### config.mk
export PLATFORM = sky130hd
export DESIGN_NAME = rfphoenix_mp_scoreboard
export DESIGN_NICKNAME = d
export VERILOG_FILES = /design/src/rtl/rfphoenix_mp_scoreboard_pkg.sv /design/src/rtl/rfphoenix_mp_scoreboard_counter.sv /design/src/rtl/rfphoenix_mp_scoreboard.sv
export SDC_FILE = /design/constraint.sdc
export NUM_CORES = 2
export LEC_CHECK = 0
export ABC_AREA = 1
export BUFFER_PORTS_ARGS = -buffer_cell sky130_fd_sc_hd__buf_2
export CELL_PAD_IN_SITES_DETAIL_PLACEMENT = 1
export CELL_PAD_IN_SITES_GLOBAL_PLACEMENT = 1
export CORE_ASPECT_RATIO = 0.75
export CORE_UTILIZATION = 49
export DETAILED_ROUTE_END_ITERATION = 8
export PLACE_DENSITY = 0.81
export SYNTH_ARGS = -nofsm -noshare
export SYNTH_HDL_FRONTEND = slang
export SYNTH_SLANG_ARGS = --single-unit
export TNS_END_PERCENT = 50
### constraint.sdc
create_clock -name clk -period 12.43 [get_ports clk]
set_input_delay 2.486 -clock clk [delete_from_list [all_inputs] [get_ports clk]]
set_output_delay 2.486 -clock clk [all_outputs]
set_load 0.02 [all_outputs]
### src/rtl/rfphoenix_mp_scoreboard_pkg.sv
// rfphoenix_mp_scoreboard_pkg: register spec, decode bus and scoreboard history types.
package rfphoenix_mp_scoreboard_pkg;
  typedef struct packed {
    logic       vec;
    logic [5:0] num;
  } regspec_t;
  localparam int SB_NREGS = 128;
  localparam int SB_CNTW = 2;
  localparam int SB_HIST = 5;
  localparam int RSW = $bits(regspec_t);
  typedef logic [SB_NREGS-1:0] regs_bitmap_t;
  typedef struct packed {
    logic     v, hasRa, hasRb, hasRc, hasRm, hasRt;
    regspec_t Ra, Rb, Rc, Rm, Rt;
    logic     rfwr, vrfwr;
  } decode_bus_t;
  typedef struct packed {
    logic     v;
    regspec_t Rt;
  } sb_hist_t;
  // A target only counts if the matching register file is written and it is not r0.
  function automatic logic tgt_valid(input decode_bus_t d);
    return d.v & d.hasRt & ((d.rfwr & ~d.Rt.vec) | (d.vrfwr & d.Rt.vec)) & (d.Rt != '0);
  endfunction
endpackage

### src/rtl/rfphoenix_mp_scoreboard_counter.sv
// rfphoenix_sb_counter: saturating pending-write counter, +0/1 and -0..(2**DW-1) per cycle.
module rfphoenix_sb_counter #(
  parameter int CNTW = 2,
  parameter int DW   = 3
) (
  input  logic            clk,
  input  logic            rst,
  input  logic            i_inc,
  input  logic [DW-1:0]   i_dec,
  output logic [CNTW-1:0] o_cnt,
  output logic            o_nz,
  output logic            o_sat,
  output logic            o_err
);
  localparam int SW = CNTW + DW + 1;
  localparam logic signed [SW-1:0] S_MAX = SW'(2**CNTW - 1);
  logic [CNTW-1:0]        r_cnt;
  logic signed [SW-1:0]   w_sum;
  logic                   w_lo, w_hi;
  logic [CNTW-1:0]        w_next;
  always_comb begin
    w_sum  = $signed({{(SW-CNTW){1'b0}}, r_cnt}) + $signed({{(SW-1){1'b0}}, i_inc})
           - $signed({{(SW-DW){1'b0}}, i_dec});
    w_lo   = w_sum[SW-1];
    w_hi   = ~w_lo && (w_sum > S_MAX);
    w_next = w_lo ? '0 : w_hi ? '1 : w_sum[CNTW-1:0];
  end
  always_ff @(posedge clk or posedge rst)
    if (rst) r_cnt <= '0;
    else     r_cnt <= w_next;
  assign o_cnt = r_cnt;
  assign o_nz  = |r_cnt;
  assign o_sat = &r_cnt;
  assign o_err = w_lo | w_hi;
endmodule

### src/rtl/rfphoenix_mp_scoreboard.sv
// rfphoenix_mp_scoreboard: counting register scoreboard with multi-port writeback and
// history-based rollback cancellation of squashed in-flight targets.
module rfphoenix_mp_scoreboard
  import rfphoenix_mp_scoreboard_pkg::*;
#(
  parameter int NREGS  = SB_NREGS,
  parameter int NWB    = 2,
  parameter int CNTW   = SB_CNTW,
  parameter int HIST   = SB_HIST,
  parameter bit BYPASS = 1'b1
) (
  input  logic                  clk,
  input  logic                  rst,
  input  decode_bus_t           i_db,
  input  logic                  i_will_issue,
  input  logic [NWB-1:0]        i_wb_v,
  input  regspec_t [NWB-1:0]    i_wb_Rt,
  input  logic                  i_rollback,
  input  logic [HIST-1:0]       i_rollback_mask,
  output logic                  o_can_issue,
  output logic [NREGS-1:0]      o_busy,
  output logic                  o_sb_err
);
  localparam int DW = $clog2(NWB + HIST + 1);
  sb_hist_t         r_hist [HIST];
  logic             r_err;
  logic [CNTW-1:0]  w_cnt [NREGS];
  logic [NREGS-1:0] w_nz, w_sat, w_err;
  regspec_t         w_src [4];
  logic [3:0]       w_has, w_rdy;
  logic [RSW-1:0]   w_rt;
  logic             w_tv, w_issue;
  genvar s, r;
  assign w_tv  = tgt_valid(i_db);
  assign w_rt  = i_db.Rt;
  assign w_src = '{i_db.Ra, i_db.Rb, i_db.Rc, i_db.Rm};
  assign w_has = {i_db.hasRm, i_db.hasRc, i_db.hasRb, i_db.hasRa};
  for (s = 0; s < 4; s++) begin : g_src
    logic [RSW-1:0] w_idx;
    logic           w_hit;
    assign w_idx = w_src[s];
    always_comb begin
      w_hit = 1'b0;
      for (int k = 0; k < NWB; k++) w_hit |= i_wb_v[k] && (i_wb_Rt[k] == w_idx);
    end
    // The last outstanding write landing this cycle can be forwarded.
    assign w_rdy[s] = ~w_has[s] || (w_idx == '0) || (w_cnt[w_idx] == '0) ||
                      (BYPASS && (w_cnt[w_idx] == CNTW'(1)) && w_hit);
  end
  assign o_can_issue = ~rst & i_db.v & ~i_rollback & (&w_rdy) & (~w_tv | ~w_sat[w_rt]);
  assign w_issue     = i_will_issue & o_can_issue & w_tv;
  assign w_cnt[0] = '0;
  assign w_nz[0]  = 1'b0;
  assign w_sat[0] = 1'b0;
  assign w_err[0] = 1'b0;
  for (r = 1; r < NREGS; r++) begin : g_reg
    logic [DW-1:0] w_dec;
    always_comb begin
      w_dec = '0;
      for (int k = 0; k < NWB; k++)
        w_dec += DW'(i_wb_v[k] && (i_wb_Rt[k] == RSW'(r)));
      for (int h = 0; h < HIST; h++)
        w_dec += DW'(i_rollback && i_rollback_mask[h] && r_hist[h].v && (r_hist[h].Rt == RSW'(r)));
    end
    rfphoenix_sb_counter #(.CNTW(CNTW), .DW(DW)) u_cnt (
      .clk   (clk),
      .rst   (rst),
      .i_inc (w_issue && (w_rt == RSW'(r))),
      .i_dec (w_dec),
      .o_cnt (w_cnt[r]),
      .o_nz  (w_nz[r]),
      .o_sat (w_sat[r]),
      .o_err (w_err[r])
    );
  end
  // Cancelled entries are invalidated as they shift so they cannot be cancelled twice.
  always_ff @(posedge clk or posedge rst)
    if (rst) begin
      for (int h = 0; h < HIST; h++) r_hist[h] <= '0;
      r_err <= 1'b0;
    end else begin
      r_hist[0].v  <= w_issue;
      r_hist[0].Rt <= i_db.Rt;
      for (int h = 1; h < HIST; h++) begin
        r_hist[h].v  <= r_hist[h-1].v & ~(i_rollback & i_rollback_mask[h-1]);
        r_hist[h].Rt <= r_hist[h-1].Rt;
      end
      r_err <= r_err | (|w_err);
    end
  assign o_busy   = w_nz;
  assign o_sb_err = r_err;
endmodule

Yosys cells after proc, flatten, opt, wreduce, memory -nomap -nowiden
Cells that the tools add are included.
{ "totals": {"latch_bits": 0, "mem_count": 0, "ff_bits": 295, "mem_bits_ro": 0, "mem_bits_rw": 0} }
{ "op_classes": {"order_cmp": 132, "reduce_logical": 1442, "mux": 268, "multipliers": 0, "div_mod_pow": 0, "shifts": 0, "add_sub_neg": 1016, "n_bitwise": 297, "eq_ne": 1028} }
{ "op_table": {"columns": ["operator", "n"], "rows": [
  ["$eq 7x7->1 const B", 512],
  ["$eq 7x6->1 const B", 256],
  ["$add 3x1->3", 508],
  ["$logic_and 1x1->1", 1165],
  ["$eq 7x5->1 const B", 128],
  ["$add 2x1->3", 254],
  ["$gt 6x3->1 const B", 127],
  ["$sub 6x4->6", 127],
  ["$mux 2", 262],
  ["$eq 7x4->1 const B", 64],
  ["$add 1x1->2", 127],
  ["$reduce_and 2->1", 127],
  ["$reduce_or 2->1", 127],
  ["$eq 7x3->1 const B", 32],
  ["$not 1->1", 140],
  ["$or 1x1->1", 134],
  ["$reduce_or 127->1", 1],
  ["$eq 7x2->1 const B", 16],
  ["$bmux 2 s7", 4],
  ["$eq 7x1->1 const B", 8],
  ["$eq 7x7->1", 8],
  ["$ge 8x8->1 const B", 4],
  ["$not 7->8", 4],
  ["$logic_not 7->1", 4],
  ["9 further kinds", 44]
]} }

Longest topological paths before layout
{ "depth": {"word_depth": 20, "depth_mapped": 38, "depth_no_buf": 34} }

Modules after synthesis
A second synthesis with hierarchy kept.
{ "hier_totals": {"cells_unflattened": 10185, "area_unflattened_um2": 64109.0} }
{ "by_module_without_submodules": {"columns": ["module", "area_each_um2", "seq_area_each_um2", "cells_each", "instances"], "rows": [
  ["rfphoenix_mp_scoreboard", 32725.1, 1026.0, 5740, 1],
  ["rfphoenix_sb_counter at g_reg[107].u_cnt ...", 246.5, 50.0, 35, 111],
  ["rfphoenix_sb_counter at g_reg[100].u_cnt ...", 251.5, 50.0, 35, 16]
]} }

Least setup slack after synthesis
No wires, ideal clock.
{ "synth_path": {"kind": "input-to-reg", "startpoint": "in rst", "endpoint": "reg r_err, in the netlist o_sb_err", "arrival_time_ns": 11.673, "setup_slack_ns": 0.623, "path_stages": 23, "required_time_ns": 12.295, "setup_ns": 0.135, "cell_sequence": "inv_1 -> nand2_1 -> nor2_1 -> nand3_1 -> nor2_2 -> nand3_2 -> buf_6 -> buf_4 -> nor2_1 -> ha_1 -> ha_1 -> inv_1 -> fa_1 -> inv_1 -> fa_1 -> inv_1 -> nand4_1 -> nor4_1 -> nand2_1 -> nor4_1 -> nand4_1 -> nor2_1 -> nand4_1"} }
{ "synth_via": {"elab_chain_cells": 15, "elab_cells_between_ends": 898, "cone_classes": "add/sub: 254; order compare: 127; bitwise: 262; reduce/logical: 255"} }
{ "synth_rtl": {"columns": ["item", "line_no", "rtl"], "rows": [
  ["start: declaration", "rfphoenix_mp_scoreboard.sv:13", "input logic rst,"],
  ["$not 1->1 (*)", "rfphoenix_mp_scoreboard.sv:50", "assign o_can_issue = ~rst & i_db.v & ~i_rollback & (&w_rdy) & (~w_tv | ~w_sat[w_rt]);"],
  ["$and 1x1->1 (*) (4 in a row)", "rfphoenix_mp_scoreboard.sv:50", null],
  ["$and 1x1->1 (*) (2 in a row)", "rfphoenix_mp_scoreboard.sv:51", "assign w_issue = i_will_issue & o_can_issue & w_tv;"],
  ["$logic_and 1x1->1", "rfphoenix_mp_scoreboard.sv:68", ".i_inc (w_issue && (w_rt == RSW'(r))),"],
  ["$add 2x1->3", "rfphoenix_mp_scoreboard_counter.sv:22", "w_sum = $signed({{(SW-CNTW){1'b0}}, r_cnt}) + $signed({{(SW-1){1'b0}}, i_inc})"],
  ["$sub 6x4->6", "rfphoenix_mp_scoreboard_counter.sv:23", "- $signed({{(SW-DW){1'b0}}, i_dec});"],
  ["$gt 6x3->1 or $not 1->1 (tied branches)", "rfphoenix_mp_scoreboard_counter.sv:25", "w_hi = ~w_lo && (w_sum > S_MAX);"],
  ["$logic_and 1x1->1", "rfphoenix_mp_scoreboard_counter.sv:25", null],
  ["$or 1x1->1", "rfphoenix_mp_scoreboard_counter.sv:34", "assign o_err = w_lo | w_hi;"],
  ["$reduce_or 127->1 (*)", "rfphoenix_mp_scoreboard.sv:88", "r_err <= r_err | (|w_err);"],
  ["$or 1x1->1 (*)", "rfphoenix_mp_scoreboard.sv:88", null],
  ["end signal: assignment", "rfphoenix_mp_scoreboard.sv:88", null],
  ["end: declaration", "rfphoenix_mp_scoreboard.sv:26", "logic r_err;"]
]} }
Mark *: on every way between the ends. The rest lies on a longest branch, timed or not.

Worst setup path after layout
{ "layout_path": {"startpoint": "in i_wb_Rt[7] (netlist bit)", "endpoint": "reg r_err, in the netlist o_sb_err"} }
{ "layout_via": {"elab_chain_cells": 18, "elab_cells_between_ends": 1932, "cone_classes": "add/sub: 1016; order compare: 127; eq/ne: 131; bitwise: 263; reduce/logical: 395"} }
{ "layout_rtl": {"columns": ["item", "line_no", "rtl"], "rows": [
  ["start: declaration", "rfphoenix_mp_scoreboard.sv:17", "input regspec_t [NWB-1:0] i_wb_Rt,"],
  ["branches (longest 16 deep; another with $sub 6x4->6)", null, null],
  ["$reduce_or 127->1 (*)", "rfphoenix_mp_scoreboard.sv:88", null],
  ["$or 1x1->1 (*)", "rfphoenix_mp_scoreboard.sv:88", null]
]} }
Every way passes the cells marked *.

==> impl_metrics.csv <==
group,metric,value,unit
routing,wl_per_cell,35.2,um
synthesis,async_flop_share,100,%
cells_and_area,fin_util,52.8,%
clock_network,cts_tree,"built",
cells_and_area,drive_above_1_share,7.25,%
floorplan,die_area,123000,sq um
floorplan,die_y,304,um
synthesis,yosys.area_share.simple,26.4,%
clock_network,cts_buffers,43,
job,maxCapViolCount,0,
timing,tightest_slew,1.40,ns
worst_setup_path,reg2reg_from,"r_hist[31]$_DFF_PP0_",
timing,finalSetupViolations,0,
floorplan,core_area,120000,sq um
routing,ant_nets,0,
synthesis,synth_top_area_share,25.6,%
routing,finalWirelength,349000,um
min_path,min_to,"r_hist[28]$_DFF_PP0_",
synthesis,synth_area,59500,sq um
floorplan,start_util,49.5,%
placement,post-dp-hpwl,274000,um
synthesis,muxShareOfSynthArea,0,%
routing,drcViolationCount,0,
power_and_ir_drop,p_leak,29.2,nW
synthesis,synth-xor-area-share,0.206,%
clock_network,path_clk_slew,0.05,ns
worst_setup_path,crit_fanout,8,
floorplan,die_w,404,um
placement,gp_congestion,1.11,
worst_setup_path,worst_setup_path_end_kind,"register",
worst_setup_path,r2r-end,"o_sb_err$_DFF_PP0_",
clock_network,clock_latency,0.69,ns
routing,top_layer,"met5",
clock_network,h-tree-depth,2,
status,status,"complete, no violations",
synthesis,yosys_warnings,0,
cells_and_area,fill_cells,15400,
synthesis,syn_nets,9695,
worst_setup_path,critPathArrivalTime,10.63,ns
synthesis,syn_area_per_cell,7.23,sq um
routing,wl_met1,125000,um
clock_network,cts_root_buf,"clkbuf_16",
cells_and_area,register_area,7380,sq um
routing,wl_met3,68600,um
synthesis,synthFlopType,"dfrtp_1",
routing,avgViaCountPerCell,6.69,
worst_setup_path,cp-start-kind,"input port",
clock_network,post_cts_buffers,0,
synthesis,synth_seq_cells,295,
clock_network,clock-sinks,295,
power_and_ir_drop,powerDensity,126,nW/um^2
floorplan,ios,198,
synthesis,synth_top_family_by_area,"adder cells",
synthesis,netlist_instances,8230,
global_route,antenna_found_initial,32,
timing,slew_headroom,6.71,%
clock_network,hold_buffers,0,
routing,wl_met2,128000,um
clock_network,clock_path_buffers,3,
floorplan,num_rows,110,
routing,drtIter0Drc,9905,
clock_network,post_cts_resized,0,
worst_setup_path,reg2reg_slack,4.78,ns
cells_and_area,multiInputGateArea,44800,sq um
routing,vias,66300,
min_path,whs_path_depth,0,
synthesis,yosysUniqueCellTypes,45,
cells_and_area,area_growth,6.79,%
global_route,grt.total_usage,56.2,%
synthesis,ys_top_cells_by_area,"fa_1 (26%), ha_1 (13%), nand2_1 (13%)",
worst_setup_path,crit_required,12.96,ns
timing,finalHoldViolations,0,
global_route,grt_overflow_total,0,
synthesis,synth_compound_area_share,9.03,%
timing,fin_crit_sh,81.3,%
power_and_ir_drop,ir_worst_vdd,0.000113,V
synthesis,yosysTopAreaCell,"fa_1",
timing,maxSlewViolCount,0,
timing,clock_skew,0.0515,ns
worst_setup_path,crit_type,"input port to register",
placement,portBuffers,196,
timing,fin_setup_tns,0,ns
timing,max_freq,0.0990,GHz
min_path,hold_start,"r_hist[36]$_DFF_PP0_",
synthesis,synthAdderAreaFrac,39.0,%
cells_and_area,final_nets,9696,
timing,rsz0062_at_grt,"false",
global_route,grt_pass1_wl,485000,um
routing,first_pass_iters,6,
timing,period_minus_slack,10.11,ns
worst_setup_path,reg2reg_depth,21,
synthesis,synth_edf_count,0,
synthesis,synth_seq_area_share,12.4,%
min_path,hp-class,"register to register",
global_route,grt_max_degree,91,
global_route,grt_pass1_vias,66100,
==> power by group <==
group	internal, mW	switching, mW	leakage, nW
Sequential	1.24	1.17	3.90
Clock	0.804	0.589	0.736
Combinational	1.26	2.96	24.5
==> synth_stat cells, types with 2 or more instances <==
| library cell | count |
|---|---|
| nand2_1 | 2052 |
| inv_1 | 1376 |
| nor2_1 | 920 |
| fa_1 | 762 |
| ha_1 | 635 |
| nand3_1 | 598 |
| dfrtp_1 | 295 |
| a31oi_1 | 256 |
| a21oi_1 | 176 |
| buf_4 | 147 |
| clkbuf_1 | 145 |
| o211ai_1 | 139 |
| a211oi_1 | 128 |
| o21ai_0 | 121 |
| buf_2 | 109 |
| nand4_1 | 105 |
| nor3_1 | 51 |
| nor4_1 | 49 |
| or2_2 | 26 |
| buf_1 | 20 |
| buf_6 | 17 |
| o22ai_1 | 15 |
| inv_2 | 11 |
| nor2_2 | 11 |
| xnor2_1 | 10 |
| clkinv_1 | 9 |
| o2111ai_1 | 6 |
| o21ai_1 | 6 |
| a21boi_0 | 5 |
| nand2_2 | 4 |
| nor2_4 | 4 |
| xor2_1 | 4 |
| a221oi_1 | 3 |
| nand3b_1 | 3 |
| o21bai_1 | 2 |
==> how the worst max path moves through the flow <==
stage	from	endpoint	cells past startpoint
after global routing	i_db[16]	o_sb_err$_DFF_PP0_	35
after floorplan	rst	o_sb_err$_DFF_PP0_	23
after global placement	i_db[16]	o_sb_err$_DFF_PP0_	35
after CTS	i_db[16]	o_sb_err$_DFF_PP0_	35
after detailed placement	i_db[16]	o_sb_err$_DFF_PP0_	35
final	i_wb_Rt[7]	o_sb_err$_DFF_PP0_	22
==> cell families (layout without fill, tap and decap cells) <==
logic type	count (synthesis)	count (layout)
xor+xnor	14	14
compound gates	860	860
buf+inv	1835	1870
flops	295	295
fa+ha+maj	1397	1397
simple gates	3828	3828
other cells	1	30
==> cells in the final DEF, fill, tap and decap left out, types with 7 or more instances in the layout <==
cell          n
a21oi_1     176
nor2_4        9
nor3_2       16
clkbuf_8     10
diode_2      29
nor3_1       29
or2_2        26
nor2_2       48
o22ai_1      15
o21ai_0     121
nand2_1    2052
o211ai_1    139
dfrtp_1     295
nand4_1     105
nand3_1     598
ha_1        635
clkbuf_16    43
nor2_1      878
a211oi_1    128
clkinv_1      9
fa_1        762
clkinv_2      7
buf_4       200
a31oi_1     256
buf_2       192
inv_1      1373
nor4_1       43
xnor2_1      10
inv_2        13
==> through the flow <==
step           instances  hold slack [ns]  worst slack (ns)  area [sq um]  total power [mW]
3_5_place_dp        9810            0.412              2.10         62000              6.19
4_1_cts             9889            0.420              2.80         63500              7.59
3_3_place_gp        9810            0.377              2.33         62000              5.99
5_1_grt             9891            0.439              2.31         63500              8.19
2_1_floorplan       8230            0.367             0.623         59500              4.30
6_report            9918            0.422              2.32         63600              8.03
==> metal layers <==
metal / GRT usage, % / vias up
li1: - / 26100
met1: 69.9 / 32800
met2: 71.6 / 6005
met3: 34.7 / 1414
met4: 34.7 / 20
met5: 1.83 / -
==> registers in the layout, summed over array words and instances (netlist names) <==
name	flops
o_sb_err	1
r_hist	40
g.u_cnt.o_cnt	254
==> critical path, stage by stage <==
cell     delay, ns
buf_2         0.43
inv_1         0.28
nor2_1        0.75
nand3_1       1.10
nor2_1        0.48
fa_1          0.50
inv_1         0.11
fa_1          0.44
fa_1          0.49
fa_1          0.55
inv_1         0.08
fa_1          0.38
inv_1         0.08
fa_1          0.42
inv_1         0.11
nand4_1       0.10
nor2_1        0.21
nand4_1       0.26
nor4_1        0.89
nand4_1       0.20
nor2_1        0.15
nand4_1       0.10
==> cell type report <==
type / instances / area share, %
Antenna cell: 29 / 0.114
Clock buffer: 59 / 1.95
Clock inverter: 20 / 0.435
Inverter: 1396 / 8.26
Multi-Input combinational cell: 6100 / 70.5
Sequential cell: 295 / 11.6
Tap cell: 1624 / 3.20
Timing Repair Buffer: 395 / 3.97
(Power assumes the default switching activity.)
